File: src/rtl/serial_tx_pkg.sv
// Shared types and constants for the serial pattern transmitter.
// No logic of its own. Zero latency.
// No backpressure here: the state encoding is fixed so other blocks can decode it.
package serial_tx_pkg;

  // Frame sequencing states. PARITY is only reachable when the parity build option is enabled.
  typedef enum logic [1:0] {
    IDLE   = 2'b00,
    SHIFT  = 2'b01,
    PARITY = 2'b10,
    DONE   = 2'b11
  } state_t;

  // Level driven on the serial line whenever no frame bit is presented.
  localparam logic IDLE_LEVEL = 1'b0;

endpackage

File: src/rtl/serial_pattern_tx.sv
// Parallel-in, LSB-first serial-out transmitter with an end-of-frame done pulse.
// Latency: first bit appears 1 cycle after start is accepted; done follows the last transfer by 1 cycle.
// Backpressure: out_ready low freezes out, shift register and counter. Build option SERIAL_PATTERN_TX_PARITY_EN appends an even-parity bit.
module serial_pattern_tx
  import serial_tx_pkg::*;
#(
  parameter  int WIDTH = 8,
  localparam int CNT_W = $clog2(WIDTH)
) (
  input  logic             clk,
  input  logic             reset,
  input  logic             start,
  input  logic [WIDTH-1:0] data,
  output logic             ready,
  output logic             out,
  input  logic             out_ready,
  output logic             out_valid,
  output logic             done
);

  localparam logic [CNT_W-1:0] LAST_IDX = CNT_W'(WIDTH - 1);

  state_t           state_q, state_d;
  logic [WIDTH-1:0] shreg_q, shreg_d;
  logic [CNT_W-1:0] cnt_q, cnt_d;
  logic             out_q, out_d;
  logic             out_valid_q, out_valid_d;
  logic             done_q, done_d;

  // Sequencing and shift register update. Bits move out by rotating the word right,
  // so the register always holds a rotation of the loaded word. Its XOR reduction
  // is therefore still the parity of the loaded word when the last bit leaves.
  always_comb begin
    state_d     = state_q;
    shreg_d     = shreg_q;
    cnt_d       = cnt_q;
    out_d       = out_q;
    out_valid_d = out_valid_q;
    done_d      = 1'b0;
    case (state_q)
      IDLE: begin
        out_d       = IDLE_LEVEL;
        out_valid_d = 1'b0;
        if (start) begin
          shreg_d     = data;
          cnt_d       = '0;
          out_d       = data[0];
          out_valid_d = 1'b1;
          state_d     = SHIFT;
        end
      end
      SHIFT: begin
        if (out_ready) begin
          if (cnt_q == LAST_IDX) begin
`ifdef SERIAL_PATTERN_TX_PARITY_EN
            out_d       = ^shreg_q;
            out_valid_d = 1'b1;
            state_d     = PARITY;
`else
            out_d       = IDLE_LEVEL;
            out_valid_d = 1'b0;
            done_d      = 1'b1;
            state_d     = DONE;
`endif
          end else begin
            shreg_d = {shreg_q[0], shreg_q[WIDTH-1:1]};
            out_d   = shreg_q[1];
            cnt_d   = cnt_q + CNT_W'(1);
          end
        end
      end
`ifdef SERIAL_PATTERN_TX_PARITY_EN
      PARITY: begin
        if (out_ready) begin
          out_d       = IDLE_LEVEL;
          out_valid_d = 1'b0;
          done_d      = 1'b1;
          state_d     = DONE;
        end
      end
`endif
      DONE: begin
        out_d       = IDLE_LEVEL;
        out_valid_d = 1'b0;
        state_d     = IDLE;
      end
      default: begin
        out_d       = IDLE_LEVEL;
        out_valid_d = 1'b0;
        state_d     = IDLE;
      end
    endcase
  end

  // State register. Reset discards any partial frame without a done pulse.
  always_ff @(posedge clk) begin
    if (!reset) begin
      state_q     <= IDLE;
      shreg_q     <= '0;
      cnt_q       <= '0;
      out_q       <= IDLE_LEVEL;
      out_valid_q <= 1'b0;
      done_q      <= 1'b0;
    end else begin
      state_q     <= state_d;
      shreg_q     <= shreg_d;
      cnt_q       <= cnt_d;
      out_q       <= out_d;
      out_valid_q <= out_valid_d;
      done_q      <= done_d;
    end
  end

  assign ready     = (state_q == IDLE);
  assign out       = out_q;
  assign out_valid = out_valid_q;
  assign done      = done_q;

endmodule

File: config.mk
export PLATFORM = sky130hd
export DESIGN_NAME = serial_pattern_tx
export DESIGN_NICKNAME = d
export VERILOG_FILES = /design/src/rtl/serial_tx_pkg.sv /design/src/rtl/serial_pattern_tx.sv
export SDC_FILE = /design/constraint.sdc
export NUM_CORES = 1
export LEC_CHECK = 0
export BUFFER_PORTS_ARGS = -buffer_cell sky130_fd_sc_hd__buf_4
export CORE_ASPECT_RATIO = 1.5
export CORE_UTILIZATION = 30
export DETAILED_ROUTE_END_ITERATION = 6
export HOLD_SLACK_MARGIN = 0.15
export PLACE_DENSITY_LB_ADDON = 0.15
export SLEW_MARGIN = 10
export SYNTH_ARGS = -nofsm -noshare
export SYNTH_HDL_FRONTEND = slang
export SYNTH_SLANG_ARGS = --single-unit
File: constraint.sdc
create_clock -name clk -period 1.7 [get_ports clk]
set_input_delay 0.085 -clock clk [delete_from_list [all_inputs] [get_ports clk]]
set_output_delay 0.085 -clock clk [all_outputs]
set_load 0.01 [all_outputs]
==> metrics.cfg <==
[status]
status = complete, no violations

[logic_synthesis]
yosys-top-cells-area = dfxtp_1 (41%), mux2i_1 (12%), o211ai_1 (8.7%), nand2_1 (6.3%), or2_1 (5.6%)
yosys.area_share.simple = 0.2199
ys_seq_area_frac = 0.4109
ys.flop_type = dfxtp_1
synthArstFlopShare = 0
synth_area_per_cell_um2 = 9.171
synth_top_area_share = 0.4109
synth_cells = 85
synth-seq-cells = 16
yosys.area.top_type = dfxtp_1
synth_top_family_by_area = simple AND/OR/NAND/NOR gates
synth.distinct_cells = 26
synthMuxAreaShare = 0.1156
synth_xor_area_frac = 0
synth_compound_area_frac = 0.1541
synth-edff-count = 0
netlist_area_um2 = 779.5
synth_nets = 100
yosys_warnings = 0
synthAdderAreaFrac = 0.04815

[route]
ant_nets = 0
vias = 636
routed_wirelength_um = 1482
route.detailed.drc = 0
via_per_inst = 4.930
drtIter0Drc = 7
routedWlPerCell_um = 11.49
dr.pass1.iters = 3

[min_path]
worst_hold_startpoint = data[2]
hold_path_class = input pin to register
hold_depth = 4

[placed_design]
place_congestion = 0.7402
place_hpwl_um = 1076
portBuffers = 15
dp.cells = 121
dp_worst_setup_slack_ns = 0.1814

[worst_setup_path]
startpoint = cnt_q[0]$_SDFFE_PN0P_
worstRegToRegCells = 6
cp.depth = 6
path_cells = ha_1, ha_1, nand3b_1, a21oi_2, buf_12, mux2i_1
cp_num_buf_inv = 1
cpMaxStageDelayCell = dfxtp_1
max_stage_delay_ns = 0.34
endpoint_kind = register
cp_data_required_time_ns = 1.91
crit_arrival_ns = 1.76
crit_type = register to register
cpMostUsedCell = ha_1
cpLargestDelayFamily = adder cells
r2r-start = cnt_q[0]$_SDFFE_PN0P_
cp_max_fo = 10
start_kind = register

[clocking]
cts_resized = 0
clkTransAtPathRegs_ns = 0.09
clock-root-buffer = clkbuf_4
ctsLongestPathBuffers = 2
cts_htree_levels = 1
cts_made_buffers = 3
clock_latency_ns = 0.28
tritoncts = yes
cts_sinks = 16

[timing]
finalWorstSetupSlack_ns = 0.1581
finalMaxSlewViolations = 0
max_freq_mhz = 648.6
fin_skew_ns = 0.001385
worst_pin_slew_ns = 0.3487
slew_headroom = 0.7672
final.setup.tns_ns = 0
worst_hold_slack_ns = 0.1859
min_period_over_period = 0.9070
setup_viol_count_final = 0
fin_crit_ns = 1.542
final_hold_viol_count = 0
rsz0062_at_grt = false

[die]
die_h_um = 64.43
core_um2 = 2450
boundaryPins = 16
start_util = 0.3182
die-area_um2 = 2810
dieWidth_um = 43.62
row_count = 22

[global_route]
grt.total_usage = 0.1237
overflow = 0
grt_max_degree = 22
first_global_vias = 591
grt_antenna_before_repair = 0
grt_pass1_wl_um = 2580

[finish]
layout-drive-gt1-share = 0.2381
nFillCells = 253
final_cell_mix = dfxtp_1 (16), buf_4 (16), nand2_1 (13)
syn2layout_area_growth_pct = 27.45
multi_input_area_um2 = 419.2
layout.nets = 121
fin_cells = 129
ff_latch_area_um2 = 320.3
final_util = 0.4055
antenna_cells = 0

[power]
p_leak_nw = 0.4182
max-vdd-ir-drop_uv = 554.6
power.density_nw_per_um2 = 802.2

[flow_run]
drv_cap = 0

[per-layer routing]
| metal | global-route usage | vias to the layer above | share of wire |
|---|---|---|---|
| li1 | - | 334 | - |
| met1 | 0.1338 | 288 | 0.44 |
| met2 | 0.2146 | 12 | 0.52 |
| met3 | 0.02507 | 2 | 0.026 |
| met4 | 0.07031 | 0 | 0.016 |
| met5 | 0 | - | 0 |
[final timing paths]
check                       endpoint  slack (ns)
max          shreg_q[4]$_SDFFE_PN0P_        0.16
min          shreg_q[2]$_SDFFE_PN0P_        0.19
max reg2reg  shreg_q[4]$_SDFFE_PN0P_        0.16
min reg2reg  shreg_q[2]$_SDFFE_PN0P_        0.47
[kinds of logic (layout without fill, tap and decap cells)]
group           count (synthesis)  in the layout
fa+ha+maj                       3              3
flops                          16             16
buf+inv                         7             27
compound gates                 16             16
mux                             9              9
simple gates                   34             34
[registers in the layout (all words and copies together) (netlist names)]
register and count:
cnt_q 3, done 1, out 1, out_valid 1, shreg_q 8, state_q 2
[through the flow]
| stage | power, mW | cell area [um^2] |
|---|---|---|
| floorplan | 0.5053 | 779.5 |
| global placement | 0.5546 | 917.1 |
| detailed placement | 0.5538 | 917.1 |
| CTS | 0.8170 | 993.5 |
| global route | 0.8467 | 993.5 |
| finish | 0.7970 | 993.5 |
[timing repair]
action | CTS | global route
buffers inserted | 0 | 0
hold endpoints to repair | 10 | 0
hold buffers | 4 | 0
[where the power goes]
group	switching (mW)	internal, mW	leakage, nW	total [mW]
logic	0.0590	0.0764	0.266	0.135
registers	0.0164	0.399	0.131	0.415
clock network	0.116	0.130	0.0210	0.246
[synthesized netlist by cell type (2+ instances only)]
library cell and count:
ha_1 3, nor3_1 3, o2bb2ai_1 2, a21oi_1 2
nand2_1 13, buf_2 2, dfxtp_1 16, mux2i_1 9
nor2_1 4, or2_1 7, o211ai_1 9
[worst register-to-register path: stages (launching register included)]
cell	delay (ns)
dfxtp_1	0.34
ha_1	0.22
ha_1	0.20
nand3b_1	0.18
a21oi_2	0.20
buf_12	0.16
mux2i_1	0.18
[final cells by class]
cell class / count / area share
well taps: 24 / 0.03023
repair buffers: 21 / 0.1814
multi-input cells: 62 / 0.4219
inverters: 2 / 0.007557
clock buffers: 4 / 0.03652
flip-flops and latches: 16 / 0.3224
Note: power is estimated with default switching activity, not from simulation.
